$ cat config.mk
export PLATFORM = sky130hd
export DESIGN_NAME = button_event
export DESIGN_NICKNAME = d
export VERILOG_FILES = /design/src/rtl/button_event_pkg.sv /design/src/rtl/button_event_edge_detect.sv /design/src/rtl/button_event.sv
export SDC_FILE = /design/constraint.sdc
export NUM_CORES = 1
export LEC_CHECK = 0
export BUFFER_PORTS_ARGS = -buffer_cell sky130_fd_sc_hd__buf_2
export CAP_MARGIN = 10
export CORE_MARGIN = 2
export CORE_UTILIZATION = 45
export CTS_BUF_LIST = sky130_fd_sc_hd__clkbuf_8
export DETAILED_ROUTE_END_ITERATION = 6
export PLACE_DENSITY = 0.71
export SETUP_SLACK_MARGIN = 0.3
export SLEW_MARGIN = 20
export SYNTH_ARGS = -nofsm -noshare
export SYNTH_HDL_FRONTEND = slang
export SYNTH_SLANG_ARGS = --single-unit
$ cat constraint.sdc
create_clock -name clk -period 2.2 [get_ports clk]
set_input_delay 0.44 -clock clk [delete_from_list [all_inputs] [get_ports clk]]
set_output_delay 0.44 -clock clk [all_outputs]
set_load 0.01 [all_outputs]
$ cat src/rtl/button_event_pkg.sv
// Shared types and constants for the button_event block: FSM state encodings
// and the press counter width.
package button_event_pkg;

  typedef enum logic [1:0] {
    IDLE  = 2'd0,
    PRESS = 2'd1,
    LONG  = 2'd2
  } state_e;

  localparam int PRESS_CNT_W = 8;

  // The press counter is modulo 2^PRESS_CNT_W, so 255 wraps to 0.
  function automatic logic [PRESS_CNT_W-1:0] press_cnt_inc(input logic [PRESS_CNT_W-1:0] v);
    return v + PRESS_CNT_W'(1);
  endfunction

endpackage

$ cat src/rtl/button_event_edge_detect.sv
// Reusable edge detector: registers a clk-synchronous level and flags its
// rising and falling edges combinationally against the registered copy.
module edge_detect (
  input  logic clk,
  input  logic rst_n,
  input  logic d_i,
  output logic rise_o,
  output logic fall_o,
  output logic d_q_o
);

  logic d_q;

  always_ff @(posedge clk or negedge rst_n) begin
    if (!rst_n) begin
      d_q <= 1'b0;
    end else begin
      d_q <= d_i;
    end
  end

  assign rise_o = d_i & ~d_q;
  assign fall_o = ~d_i & d_q;
  assign d_q_o  = d_q;

endmodule

$ cat src/rtl/button_event.sv
// Converts a debounced button level into press/release/long-press/repeat pulses
// and a wrapping press counter. Auto-repeat is enabled by BUTTON_EVENT_AUTO_REPEAT_EN.
module button_event
  import button_event_pkg::*;
#(
  parameter int CNT_W         = 16,
  parameter int LONG_CYCLES   = 50000,
  parameter int REPEAT_CYCLES = 10000
) (
  input  logic                   clk,
  input  logic                   rst_n,
  input  logic                   in_i,
  output logic                   press_o,
  output logic                   release_o,
  output logic                   long_press_o,
  output logic                   repeat_o,
  output logic                   held_o,
  output logic [PRESS_CNT_W-1:0] press_count_o
);

  localparam logic [CNT_W-1:0] LONG_TC   = CNT_W'(LONG_CYCLES - 1);
  localparam logic [CNT_W-1:0] REPEAT_TC = CNT_W'(REPEAT_CYCLES - 1);

  logic rise, fall, in_q;

  edge_detect u_edge (
    .clk    (clk),
    .rst_n  (rst_n),
    .d_i    (in_i),
    .rise_o (rise),
    .fall_o (fall),
    .d_q_o  (in_q)
  );

  state_e                 state_q, state_d;
  logic [CNT_W-1:0]       cnt_q, cnt_d;
  logic [PRESS_CNT_W-1:0] press_count_q, press_count_d;
  logic                   press_q, press_d;
  logic                   release_q, release_d;
  logic                   long_q, long_d;
  logic                   repeat_q, repeat_d;
  logic                   held_q, held_d;
  logic                   tc_hit;

  always_ff @(posedge clk or negedge rst_n) begin
    if (!rst_n) begin
      state_q       <= IDLE;
      cnt_q         <= '0;
      press_count_q <= '0;
      press_q       <= 1'b0;
      release_q     <= 1'b0;
      long_q        <= 1'b0;
      repeat_q      <= 1'b0;
      held_q        <= 1'b0;
    end else begin
      state_q       <= state_d;
      cnt_q         <= cnt_d;
      press_count_q <= press_count_d;
      press_q       <= press_d;
      release_q     <= release_d;
      long_q        <= long_d;
      repeat_q      <= repeat_d;
      held_q        <= held_d;
    end
  end

  always_comb begin
    state_d       = state_q;
    cnt_d         = cnt_q;
    press_count_d = press_count_q;
    press_d       = 1'b0;
    release_d     = 1'b0;
    long_d        = 1'b0;
    repeat_d      = 1'b0;
    tc_hit        = (cnt_q == ((state_q == PRESS) ? LONG_TC : REPEAT_TC));

    // Edges take precedence, so a release landing on a terminal count wins.
    if (rise) begin
      press_d       = 1'b1;
      state_d       = PRESS;
      cnt_d         = '0;
      press_count_d = press_cnt_inc(press_count_q);
    end else if (fall && state_q != IDLE) begin
      release_d = 1'b1;
      state_d   = IDLE;
      cnt_d     = '0;
    end else if (in_i && in_q) begin
      case (state_q)
        PRESS: begin
          if (tc_hit) begin
            long_d  = 1'b1;
            state_d = LONG;
            cnt_d   = '0;
          end else begin
            cnt_d = cnt_q + CNT_W'(1);
          end
        end
        LONG: begin
`ifdef BUTTON_EVENT_AUTO_REPEAT_EN
          if (tc_hit) begin
            repeat_d = 1'b1;
            cnt_d    = '0;
          end else begin
            cnt_d = cnt_q + CNT_W'(1);
          end
`else
          cnt_d = cnt_q;
`endif
        end
        default: ;
      endcase
    end

    held_d = (state_d != IDLE);
  end

  assign press_o       = press_q;
  assign release_o     = release_q;
  assign long_press_o  = long_q;
  assign repeat_o      = repeat_q;
  assign held_o        = held_q;
  assign press_count_o = press_count_q;

endmodule

==> key figures, run 1 <==
Critical path
  • Largest stage delay, worst path: 0.41 ns
  • CP top delay family: simple AND/OR/NAND/NOR gates
  • Cell count along the critical path: 5
  • Depth of the worst register-to-register path: 5
  • Beginning of the critical path: cnt_q[0]$_DFFE_PN0P_
  • Origin of the critical flop-to-flop path: cnt_q[0]$_DFFE_PN0P_
  • Class of the most critical setup path: reg2reg
  • Critical Path Sink Type: flip-flop
  • Buf/Inv on CP: 0
  • CP Data Required Time: 2.38 ns
  • Worst-path cell chain: ha_2, and4_2, nand3_1, or4_1, a211oi_1
  • Startpoint type of the worst setup path: flip-flop
  • Cell with the largest stage delay on the worst path: sky130_fd_sc_hd__dfrtp_1
  • Critical-path maximum fanout: 5
  • Data arrival, critical path: 2.00 ns

Global route
  • Number of global-route vias before repair: 1,273
  • Wire length of the first global-routing pass: 5600 µm
  • Global Route Usage Sum: 17.6%
  • Largest net degree at the start of global routing: 32
  • Initial antenna violation count: 0
  • GRT Residual Overflow: 0

STA
  • Fin crit share: 82.5%
  • Fmax: 0.551 GHz
  • Final number of hold-violating endpoints: 0
  • Worst-Margin Slew: 0.679 ns
  • Final min period: 1.81 ns
  • Headroom to the max-slew limit: 54.6%
  • Worst hold-check slack: 0.194 ns
  • Setup Skew: 0.00466 ns
  • Unrepaired setup endpoints after global routing: no
  • Count of final setup violators: 0
  • Final setup TNS: 0 ns
  • Final-report max-slew violation count: 0

Clocking
  • Number of setup buffers added after CTS: 0
  • Bufs on Longest Clock Path: 2
  • Root cell of the clock tree: sky130_fd_sc_hd__clkbuf_8
  • CTS tree: built
  • Number of gates resized after cts: 0
  • Clock sink count: 31
  • Clock-pin slew on the worst setup and hold paths: 0.06 ns
  • H-tree level count: 2
  • Cts hold-fix bufs: 0
  • CTS buffer count: 5
  • Insertion delay of the later-clocked pin in the worst-skew pair: 0.28 ns

Placement
  • Post-DP HPWL: 2300 µm
  • Cell total after placement: 214
  • Last weighted congestion value of the routability-driven placer: 0.843
  • Count of buffers from port buffering: 14

Floorplanning
  • Height of the chip: 64.1 µm
  • Width of the die: 64.1 µm
  • Boundary pin count: 16
  • Starting density of the core: 47.9%
  • Site Rows: 21
  • Floorplan die area: 0.00410 mm²
  • Core Footprint: 0.00339 mm²

Drt
  • Count of routing violations after the opening detailed-route iteration: 79
  • Number of DRC violations after detailed routing: 0
  • Routed via count: 1,325
  • Avg Vias per Cell: 5.97
  • DR WL/cell: 14.7 µm
  • Iteration count of the initial detailed-routing pass: 4
  • ANT nets after route: 0
  • Wire length reported by the detailed router: 3270 µm

Run
  • # Max-Cap Violations: 0

Finish
  • Share of post-route cells with drive strength above 1: 19.9%
  • Final instance count without filler cells: 222
  • Number of nets in the layout: 180
  • Antenna Cells: 0
  • Area growth from synthesis to final layout: 14.6%

Yosys
  • Post-Syn Area per Cell: 10.1 µm²
  • Share of synthesized area occupied by flip-flops and latches: 47.8%
  • Number of warnings reported in the yosys synthesis log: 0
  • Count of distinct cell types in the synthesized netlist: 37
  • Post-synth net total: 165
  • Mapped Cells: 160
  • Leading post-synthesis cells by cell area: sky130_fd_sc_hd__dfrtp_1, sky130_fd_sc_hd__a211oi_1, sky130_fd_sc_hd__o31ai_1
  • Synth Register Bits: 31
  • Mapped Area: 0.00162 mm²
  • Area share of the largest cell type after synthesis: 47.8%
  • Post-synth top area cell: sky130_fd_sc_hd__dfrtp_1

Power
  • Max IR drop VDD: 336 µV
  • Power density over cell area: 758 mW/mm²
  • Overall power: 0.00141 W
  • Static power due to leakage: 0.765 nW

Worst hold path
  • Hold crit path type: in2async

Outcome
  • Outcome: complete, no violations
## logic make-up (layout without fill, tap and decap cells)
| kind of cell | after synthesis | after routing | share of synthesized area [%] |
|---|---|---|---|
| other cells | 1 | 1 | 0.231 |
| xor+xnor | 8 | 8 | 4.32 |
| mux | 1 | 1 | 0.694 |
| buf+inv | 14 | 30 | 4.16 |
| simple gates | 64 | 64 | 23.7 |
| flops | 31 | 31 | 47.8 |
| fa+ha+maj | 2 | 2 | 1.54 |
| compound gates | 39 | 39 | 17.6 |
## metrics by stage
step / instance area, µm² / utilization, % / setup WS (ns)
floorplan: 1620 / - / 0.447
CTS: 1840 / 54.3 / 0.336
finish: 1860 / 54.9 / 0.385
global route: 1860 / 54.9 / 0.312
detailed placement: 1740 / 51.3 / 0.340
global placement: 1740 / 51.3 / 0.427
## worst paths after layout
path	end	slack, ns
min in group clk	u_edge.d_q_o$_DFF_PN0_	0.37
worst max-delay path	cnt_q[14]$_DFFE_PN0P_	0.39
max in group asynchronous	state_q[1]$_DFF_PN0_	1.53
worst max register to register	cnt_q[14]$_DFFE_PN0P_	0.39
worst min-delay path	release_o$_DFF_PN0_	0.19
worst min register to register	press_count_o[7]$_DFFE_PN0P_	0.47
## flip-flops by register name (all words and copies together) (netlist names)
name and flops:
press_o 1, release_o 1, long_press_o 1, cnt_q 16
held_o 1, press_count_o 8, u_edge.d_q_o 1, state_q 2
## final cells by class
type,instances,area [µm²]
clock buffer,7,96.3
inverter,4,15.0
timing repair buffer,18,113
multi-input combinational,115,797
sequential,31,778
fill,323,1530
clock inverter,1,3.75
tap,46,57.6
## per-layer routing
layer	track usage, %	wire length [µm]
met3	4.23	121
met5	0	0
met4	8.70	62
met1	20.7	1440
met2	29.9	1650
## cell usage after synthesis
master,number
sky130_fd_sc_hd__mux2_2,1
sky130_fd_sc_hd__or4_1,7
sky130_fd_sc_hd__and4_1,6
sky130_fd_sc_hd__o41ai_1,1
sky130_fd_sc_hd__xor2_1,3
sky130_fd_sc_hd__clkbuf_1,5
sky130_fd_sc_hd__o31ai_1,10
sky130_fd_sc_hd__buf_6,1
sky130_fd_sc_hd__nor2b_2,1
sky130_fd_sc_hd__nor2b_1,1
sky130_fd_sc_hd__conb_1,1
sky130_fd_sc_hd__nor3b_1,2
sky130_fd_sc_hd__nand2_1,15
sky130_fd_sc_hd__nand3b_1,1
sky130_fd_sc_hd__a211oi_4,1
sky130_fd_sc_hd__o21ai_0,7
sky130_fd_sc_hd__buf_2,3
sky130_fd_sc_hd__ha_1,2
sky130_fd_sc_hd__nor4b_1,1
sky130_fd_sc_hd__o21ai_1,1
sky130_fd_sc_hd__inv_1,4
sky130_fd_sc_hd__or4_4,1
sky130_fd_sc_hd__or3_1,5
sky130_fd_sc_hd__and3_1,4
sky130_fd_sc_hd__buf_4,1
sky130_fd_sc_hd__nand4_1,5
sky130_fd_sc_hd__dfrtp_1,31
sky130_fd_sc_hd__nor2_1,3
sky130_fd_sc_hd__nand3_1,10
sky130_fd_sc_hd__or4b_1,1
sky130_fd_sc_hd__o21bai_1,2
sky130_fd_sc_hd__o2bb2ai_1,1
sky130_fd_sc_hd__a21o_1,1
sky130_fd_sc_hd__xnor2_1,5
sky130_fd_sc_hd__and2_1,1
sky130_fd_sc_hd__a21oi_1,1
sky130_fd_sc_hd__a211oi_1,14
## worst register-to-register path, cell delays in order, from the launching register on
cell and delay [ns]:
sky130_fd_sc_hd__dfrtp_1 0.41, sky130_fd_sc_hd__ha_2 0.25, sky130_fd_sc_hd__and4_2 0.28, sky130_fd_sc_hd__nand3_1 0.10
sky130_fd_sc_hd__or4_1 0.41, sky130_fd_sc_hd__a211oi_1 0.26
## cell usage in the layout (no fill, tap or decap), types with 2 or more instances in the layout
cell type / netlist / final
sky130_fd_sc_hd__dfrtp_1: 31 / 29
sky130_fd_sc_hd__nor3b_1: 2 / 2
sky130_fd_sc_hd__and3_1: 4 / 4
sky130_fd_sc_hd__o21bai_1: 2 / 2
sky130_fd_sc_hd__clkbuf_8: 0 / 7
sky130_fd_sc_hd__nand3_1: 10 / 10
sky130_fd_sc_hd__dfrtp_2: 0 / 2
sky130_fd_sc_hd__o31ai_1: 10 / 10
sky130_fd_sc_hd__or3_1: 5 / 5
sky130_fd_sc_hd__inv_1: 4 / 5
sky130_fd_sc_hd__nand4_1: 5 / 5
sky130_fd_sc_hd__buf_2: 3 / 14
sky130_fd_sc_hd__and4_1: 6 / 5
sky130_fd_sc_hd__xor2_1: 3 / 3
sky130_fd_sc_hd__a211oi_1: 14 / 14
sky130_fd_sc_hd__or4_1: 7 / 7
sky130_fd_sc_hd__buf_4: 1 / 3
sky130_fd_sc_hd__nor2_1: 3 / 3
sky130_fd_sc_hd__o21ai_0: 7 / 7
sky130_fd_sc_hd__nand2_1: 15 / 14
sky130_fd_sc_hd__xnor2_1: 5 / 5
## report_power, final
group / total (W) / switching, W / internal (W) / leakage, nW
clock network: 0.000481 / 0.000200 / 0.000280 / 0.0557
logic: 0.000232 / 0.000125 / 0.000107 / 0.299
registers: 0.000698 / 0.0000634 / 0.000635 / 0.411
total: 0.00141 / 0.000389 / 0.00102 / 0.765
Note: power is estimated with default switching activity, not from simulation.
==> run 2, diff against run 1 <==
- ABC_AREA: unset -> 1
- PLACE_DENSITY: 0.71 -> 0.74
- clock period: 2.2 -> 1.6 ns (I/O delays scaled with it)
==> run 2 against run 1 <==
Against the previous run:
- via count rose by 6.2%
- critical path depth increased by 3
- core utilization rose by 4.0 points
- sequential power is 36% higher
- register-to-register slack got worse by 0.23 ns
- combinational power is 85% higher
- clock skew increased by 0.00056 ns
==> key figures, run 2 <==
Outcome
  • Outcome: complete, no violations

STA
  • Final-report max-slew violation count: 0 (unchanged)
  • Unrepaired setup endpoints after global routing: yes
  • Final setup TNS: 0 ns (unchanged)
  • Setup Skew: 0.00523 ns (+0.000563 ns)
  • Fin crit share: 90.3% (+7.8 points)
  • Final number of hold-violating endpoints: 0 (unchanged)
  • Fmax: 0.692 GHz (+26%)
  • Setup slack after layout: 0.156 ns (-0.230 ns)
  • Final min period: 1.44 ns (-0.370 ns)
  • Count of final setup violators: 0 (unchanged)

Finish
  • Area taken by flip-flops and latches: 776 µm² (-0.32%)
  • Area taken by multi-input logic gates: 860 µm² (+7.8%)
  • Share of post-route cells with drive strength above 1: 34.2% (+14 points)
  • Fill cells: 307 (-5.0%)
  • Max reg flops: 16 (unchanged)
  • Area growth from synthesis to final layout: 27.2%
  • Post-layout util: 58.9% (+4.0 points)
  • Commonest non-fill, non-tap cell in the layout: sky130_fd_sc_hd__nand2_1
  • Antenna Cells: 0 (unchanged)
  • Commonest non-fill, non-tap cells in the layout: sky130_fd_sc_hd__nand2_1, sky130_fd_sc_hd__dfrtp_1, sky130_fd_sc_hd__inv_1
  • Top reg by flops: cnt_q
  • Number of nets in the layout: 247 (+37%)

Drt
  • Routed via count: 1,407 (+6.2%)
  • Wire length reported by the detailed router: 3510 µm (+7.1%)
  • Count of routing violations after the opening detailed-route iteration: 56 (-29%)
  • Avg Vias per Cell: 4.84 (-19%)
  • ANT nets after route: 0 (unchanged)
  • DR WL/cell: 12.1 µm (-18%)
  • Number of DRC violations after detailed routing: 0 (unchanged)
  • Iteration count of the initial detailed-routing pass: 4 (unchanged)

Floorplanning
  • Boundary pin count: 16 (unchanged)
  • Starting density of the core: 46.3% (-1.6 points)
  • Core Footprint: 0.00361 mm² (+6.4%)
  • Floorplan die area: 0.00422 mm² (+2.8%)
  • Site Rows: 22 (+4.8%)
  • Height of the chip: 64.9 µm (+1.4%)
  • Width of the die: 64.9 µm (+1.4%)

Power
  • Max IR drop VDD: 766 µV (+130%)
  • Internal power: 0.00143 W (+40%)
  • Logic pwr share: 21.0% (+4.5 points)
  • Switching power share of the total: 30.0% (+2.5 points)
  • Power density over cell area: 963 mW/mm² (+27%)
  • Switch Pwr: 0.000614 W (+58%)
  • Static power due to leakage: 1.08 nW (+40%)
  • Relative contribution of sequential cells to total power: 46.4% (-3.1 points)
  • Overall power: 0.00205 W (+45%)
  • Fraction of power consumed by the clock network: 32.6% (-1.5 points)

Yosys
  • Leading post-synthesis cells by cell area: sky130_fd_sc_hd__dfrtp_1, sky130_fd_sc_hd__nand2_1, sky130_fd_sc_hd__inv_1
  • Share of synthesized area occupied by flip-flops and latches: 46.4% (-1.4 points)
  • Number of warnings reported in the yosys synthesis log: 0 (unchanged)
  • Mapped Cells: 203 (+27%)
  • Primary flip-flop cell chosen by synthesis mapping: sky130_fd_sc_hd__dfrtp_1
  • Mapped Area: 0.00167 mm² (+2.9%)
  • Number of enable flip-flop cells after synthesis: 0 (unchanged)
  • Synth Register Bits: 31 (unchanged)
  • Top cell types by occurrence after synthesis: sky130_fd_sc_hd__nand2_1, sky130_fd_sc_hd__dfrtp_1, sky130_fd_sc_hd__inv_1, sky130_fd_sc_hd__nor2_1, sky130_fd_sc_hd__nand3_1
  • Count of distinct cell types in the synthesized netlist: 27 (-27%)
  • Most common cell in the netlist: sky130_fd_sc_hd__nand2_1
  • Async SR Flop Fraction: 100% (unchanged)
  • Post-synth top area cell: sky130_fd_sc_hd__dfrtp_1
  • Area share of the largest cell type after synthesis: 46.4% (-1.4 points)
  • Post-Syn Area per Cell: 8.23 µm² (-19%)
  • Post-synth net total: 208 (+26%)

Run
  • # Max-Cap Violations: 0 (unchanged)

Critical path
  • Class of the most critical setup path: reg2reg
  • Data arrival, critical path: 1.62 ns (-0.38 ns)
  • Startpoint type of the worst setup path: flip-flop
  • CP Data Required Time: 1.77 ns (-0.61 ns)
  • Critical-path maximum fanout: 6 (+1)
  • Critical Path Sink Type: flip-flop

Global route
  • Global Route Usage Sum: 19.1% (+1.5 points)
  • Wire length of the first global-routing pass: 6020 µm (+7.6%)
  • Number of global-route vias before repair: 1,333 (+4.7%)
  • Largest net degree at the start of global routing: 32 (unchanged)
  • GRT Residual Overflow: 0 (unchanged)
  • Initial antenna violation count: 0 (unchanged)

Clocking
  • Clock sink count: 31 (unchanged)
  • Root cell of the clock tree: sky130_fd_sc_hd__clkbuf_8
  • CTS tree: built
  • Bufs on Longest Clock Path: 2 (unchanged)
  • Cts hold-fix bufs: 0 (unchanged)
  • Clock-pin slew on the worst setup and hold paths: 0.06 ns (about the same)
  • CTS buffer count: 5 (unchanged)
  • H-tree level count: 2 (unchanged)
  • Insertion delay of the later-clocked pin in the worst-skew pair: 0.28 ns (about the same)

Placement
  • Placement Setup Slack: 0.0450 ns (-0.295 ns)
  • Post-DP HPWL: 2130 µm (-7.6%)
  • Count of buffers from port buffering: 14 (unchanged)
  • Last weighted congestion value of the routability-driven placer: 0.830 (-1.6%)

Worst hold path
  • Hold crit path type: in2async
==> run 2: cell types whose count changed in the layout (fill, tap and decap cells not counted), moves of 10 or more <==
| cell | delta |
|---|---|
| sky130_fd_sc_hd__o31ai_1 | -10 |
| sky130_fd_sc_hd__buf_4 | +15 |
| sky130_fd_sc_hd__inv_1 | +19 |
| sky130_fd_sc_hd__a211oi_1 | -14 |
| sky130_fd_sc_hd__nor2_1 | +12 |
| sky130_fd_sc_hd__nor2_2 | +14 |
| sky130_fd_sc_hd__nand2_1 | +28 |
==> run 2: layer usage <==
layer | routed length [µm] | up-vias | track usage (%) | part of all wire [%]
met5 | 0 | - | 0 | 0
met4 | 71 | 0 | 7.98 | 2.0
met3 | 179 | 7 | 4.69 | 5.1
met2 | 1710 | 32 | 29.4 | 49
met1 | 1540 | 657 | 25.9 | 44
li1 | - | 711 | - | -
==> run 2: path summary, 6_finish.rpt <==
check                                          endpoint  depth (start not counted)                         start  slack (ns)
setup / recovery                   cnt_q[6]$_DFFE_PN0P_                          8          cnt_q[0]$_DFFE_PN0P_        0.16
hold / removal             press_count_o[6]$_DFFE_PN0P_                          2                         rst_n        0.04
setup reg to reg                   cnt_q[6]$_DFFE_PN0P_                          8          cnt_q[0]$_DFFE_PN0P_        0.16
hold reg to reg            press_count_o[7]$_DFFE_PN0P_                          1  press_count_o[7]$_DFFE_PN0P_        0.47
max in group asynchronous        long_press_o$_DFF_PN0_                          2                         rst_n        1.27
min in group clk                 u_edge.d_q_o$_DFF_PN0_                          1                          in_i        0.21
==> run 2: power by group through the flow <==
stage	clock network, W	registers, W	logic, W
after detailed placement	0	0.000965	0.000350
after global routing	0.000736	0.000959	0.000475
after CTS	0.000681	0.000950	0.000402
final	0.000666	0.000949	0.000430
after floorplan	0	0.000992	0.000196
after global placement	0	0.000962	0.000339
==> run 2: layout make-up <==
cell class	count	area share [%]
Timing Repair Buffer	33	10.2
Inverter	30	5.30
Sequential cell	31	36.5
Multi-Input combinational cell	141	40.5
Tap cell	48	2.83
Clock inverter	1	0.177
Clock buffer	7	4.53
==> run 2: through the flow <==
stage / instances / hold slack, ns / cell area, µm²
2_1_floorplan: 203 / 0.0244 / 1670
3_5_place_dp: 266 / 0.361 / 1790
3_3_place_gp: 266 / 0.365 / 1790
6_report: 291 / 0.0421 / 2120
5_1_grt: 291 / 0.0769 / 2120
4_1_cts: 285 / 0.0580 / 2040
==> run 2: critical path, cell delays in order (launching register included) <==
cell,delay (ns)
sky130_fd_sc_hd__dfrtp_1,0.35
sky130_fd_sc_hd__ha_2,0.19
sky130_fd_sc_hd__inv_2,0.05
sky130_fd_sc_hd__nor2_4,0.12
sky130_fd_sc_hd__inv_2,0.07
sky130_fd_sc_hd__nor2_4,0.12
sky130_fd_sc_hd__nand4_4,0.18
sky130_fd_sc_hd__nand2_4,0.19
sky130_fd_sc_hd__nor2_2,0.05
==> run 2: repair_timing <==
| item | in CTS | in global routing |
|---|---|---|
| cloned | 2 | 0 |
| gates resized for setup | 18 | 12 |
| pin swaps | 12 | 9 |
| endpoints found under the setup margin | 21 | 24 |
| setup buffers | 9 | 6 |
==> run 2: cells by family after synthesis <==
family,synth area share [%]
and+or+nand+nor,33.9
buffers and inverters,9.06
DFF,46.4
xor gates and xnor gates,6.82
AOI/OAI and AO/OA,2.10
adders and majority gates,1.50
other,0.225
==> run 3, diff against run 2 <==
- CORE_UTILIZATION: 45 -> 35
- PLACE_DENSITY: 0.74 -> 0.62
==> run 3 against run 2 <==
Against the previous run:
- clock power grew 3.9%
- worst setup slack gained 0.010 ns
- core utilization shrank 13 points
- critical path depth is the same
- routed wire length shrank 0.94%
- die area grew 27%
- design area is essentially flat
- global-route usage shrank 3.4 points
- power grew 2.0%
- flip-flop and latch count is the same
- sequential share of layout area is essentially flat
- largest power group unchanged
==> key figures, run 3 (synthesis results as in run 2) <==
Outcome
  • Outcome: complete, no violations

Drt
  • Number of DRC violations after detailed routing: 0 (unchanged)
  • ANT nets after route: 0 (unchanged)
  • Wire length reported by the detailed router: 3480 µm (-0.94%)
  • Avg Vias per Cell: 4.70 (-2.7%)
  • DR WL/cell: 11.9 µm (-1.6%)
  • Iteration count of the initial detailed-routing pass: 4 (unchanged)
  • Routed via count: 1,378 (-2.1%)
  • Count of routing violations after the opening detailed-route iteration: 85 (+52%)

Global route
  • Number of global-route vias before repair: 1,399 (+5.0%)
  • GRT Residual Overflow: 0 (unchanged)
  • Largest net degree at the start of global routing: 32 (unchanged)
  • Wire length of the first global-routing pass: 6350 µm (+5.4%)
  • Global Route Usage Sum: 15.8% (-3.4 points)
  • Initial antenna violation count: 0 (unchanged)

Critical path
  • Startpoint type of the worst setup path: flip-flop
  • RR Endpoint: cnt_q[13]$_DFFE_PN0P_
  • Critical-path maximum fanout: 6 (unchanged)
  • Worst-path cell chain: ha_2, inv_2, nor2_4, inv_2, nor2_4, nand4_4, nand2_4, nor2_2
  • CP Data Required Time: 1.77 ns (about the same)
  • Cell with the largest stage delay on the worst path: sky130_fd_sc_hd__dfrtp_1
  • R2R Setup Slk: 0.17 ns (about the same)
  • Data arrival, critical path: 1.61 ns (about the same)
  • CP top delay family: simple AND/OR/NAND/NOR gates
  • Beginning of the critical path: cnt_q[0]$_DFFE_PN0P_
  • Buf/Inv on CP: 2 (unchanged)
  • Depth of the worst register-to-register path: 8 (unchanged)
  • Critical Path Sink Type: flip-flop
  • Origin of the critical flop-to-flop path: cnt_q[0]$_DFFE_PN0P_
  • Class of the most critical setup path: reg2reg
  • Largest stage delay, worst path: 0.36 ns (about the same)

Worst hold path
  • Hold path start: in_i
  • Hold crit path type: in2reg
  • Hold Path Sink: u_edge.d_q_o$_DFF_PN0_
  • Number of instances on the worst hold path: 1

Clocking
  • Insertion delay of the later-clocked pin in the worst-skew pair: 0.28 ns (about the same)
  • CTS tree: built
  • Clock-pin slew on the worst setup and hold paths: 0.07 ns (about the same)
  • CTS buffer count: 5 (unchanged)
  • H-tree level count: 2 (unchanged)
  • Root cell of the clock tree: sky130_fd_sc_hd__clkbuf_8
  • Bufs on Longest Clock Path: 2 (unchanged)
  • Clock sink count: 31 (unchanged)

Placement
  • Placed cell area: 0.00181 mm² (+1.1%)
  • Post-DP HPWL: 2270 µm (+6.6%)
  • Placement Setup Slack: 0.0496 ns (+0.00460 ns)
  • Count of buffers from port buffering: 14 (unchanged)
  • Last weighted congestion value of the routability-driven placer: 0.801 (-3.5%)

Finish
  • Non-Filler Cell Area, Final: 0.00212 mm² (about the same)
  • Commonest non-fill, non-tap cells in the layout: sky130_fd_sc_hd__nand2_1, sky130_fd_sc_hd__dfrtp_1, sky130_fd_sc_hd__inv_1
  • Max reg flops: 16 (unchanged)
  • Share of post-route cells with drive strength above 1: 32.2% (-1.9 points)
  • Top reg by flops: cnt_q
  • Number of nets in the layout: 243 (-1.6%)
  • Fill cells: 433 (+41%)
  • Post-layout util: 45.6% (-13 points)
  • Commonest non-fill, non-tap cell in the layout: sky130_fd_sc_hd__nand2_1
  • Area growth from synthesis to final layout: 27.1% (about the same)
  • Antenna Cells: 0 (unchanged)

STA
  • Final-report max-slew violation count: 0 (unchanged)
  • Setup slack after layout: 0.166 ns (+0.0102 ns)
  • Count of final setup violators: 0 (unchanged)
  • Setup Skew: 0.00532 ns (+0.0000925 ns)
  • Final setup TNS: 0 ns (unchanged)
  • Fmax: 0.697 GHz (+0.71%)
  • Unrepaired setup endpoints after global routing: yes
  • Final min period: 1.43 ns (-0.0102 ns)
  • Final number of hold-violating endpoints: 0 (unchanged)
  • Fin crit share: 89.6% (-0.64 points)

Floorplanning
  • Boundary pin count: 16 (unchanged)
  • Site Rows: 25 (+14%)
  • Core Footprint: 0.00466 mm² (+29%)
  • Starting density of the core: 35.8% (-10 points)
  • Height of the chip: 73.1 µm (+13%)
  • Width of the die: 73.1 µm (+13%)
  • Floorplan die area: 0.00534 mm² (+27%)

Power
  • Static power due to leakage: 1.05 nW (-2.7%)
  • Power density over cell area: 982 mW/mm² (+2.1%)
  • Overall power: 0.00209 W (+2.0%)
  • Max IR drop VDD: 807 µV (+5.4%)

Run
  • # Max-Cap Violations: 0 (unchanged)
run 3: what timing repair did:
item	4_1_cts	5_1_grt
gates resized for setup	22	9
hold buffers	1	0
buffers inserted	9	1
hold endpoints to repair	31	0
cloned	2	0
pin swaps	11	4
setup endpoints to repair	22	23
run 3: worst max path at each step:
| stage | cells after the start | endpoint | slack (ns) |
|---|---|---|---|
| 2_1_floorplan | 9 | cnt_q[10]$_DFFE_PN0P_ | 0.25 |
| 3_3_place_gp | 9 | cnt_q[11]$_DFFE_PN0P_ | 0.08 |
| 3_5_place_dp | 9 | cnt_q[11]$_DFFE_PN0P_ | 0.05 |
| 4_1_cts | 8 | cnt_q[10]$_DFFE_PN0P_ | 0.18 |
| 5_1_grt | 9 | cnt_q[12]$_DFFE_PN0P_ | 0.07 |
| 6_report | 8 | cnt_q[13]$_DFFE_PN0P_ | 0.17 |
run 3: metal layers:
| metal | vias up | global-route usage, % | wire, µm |
|---|---|---|---|
| met2 | 24 | 24.6 | 1580 |
| li1 | 706 | - | - |
| met4 | 0 | 6.79 | 57 |
| met5 | - | 0 | 0 |
| met1 | 642 | 21.2 | 1700 |
| met3 | 6 | 3.31 | 143 |
run 3: layout make-up:
type                    count  area [µm²]  area share, %
multi-input cells         141         853           40.2
clock inverters             1        7.51          0.354
clock buffers               7        96.3           4.54
inverters                  30         118           5.54
well taps                  54        67.6           3.18
flip-flops and latches     31         776           36.5
repair buffers             29         205           9.66
run 3: power breakdown:
group	switching, W	internal, W	leakage (nW)
combinational	0.000267	0.000177	0.584
sequential	0.0000788	0.000872	0.412
clock	0.000301	0.000391	0.0505
total	0.000646	0.00144	1.05
run 3: per-stage QoR:
step,instances,hold WS [ns]
6_report,293,0.214
4_1_cts,292,0.201
2_1_floorplan,203,0.0244
3_3_place_gp,272,0.289
3_5_place_dp,272,0.288
5_1_grt,293,0.207
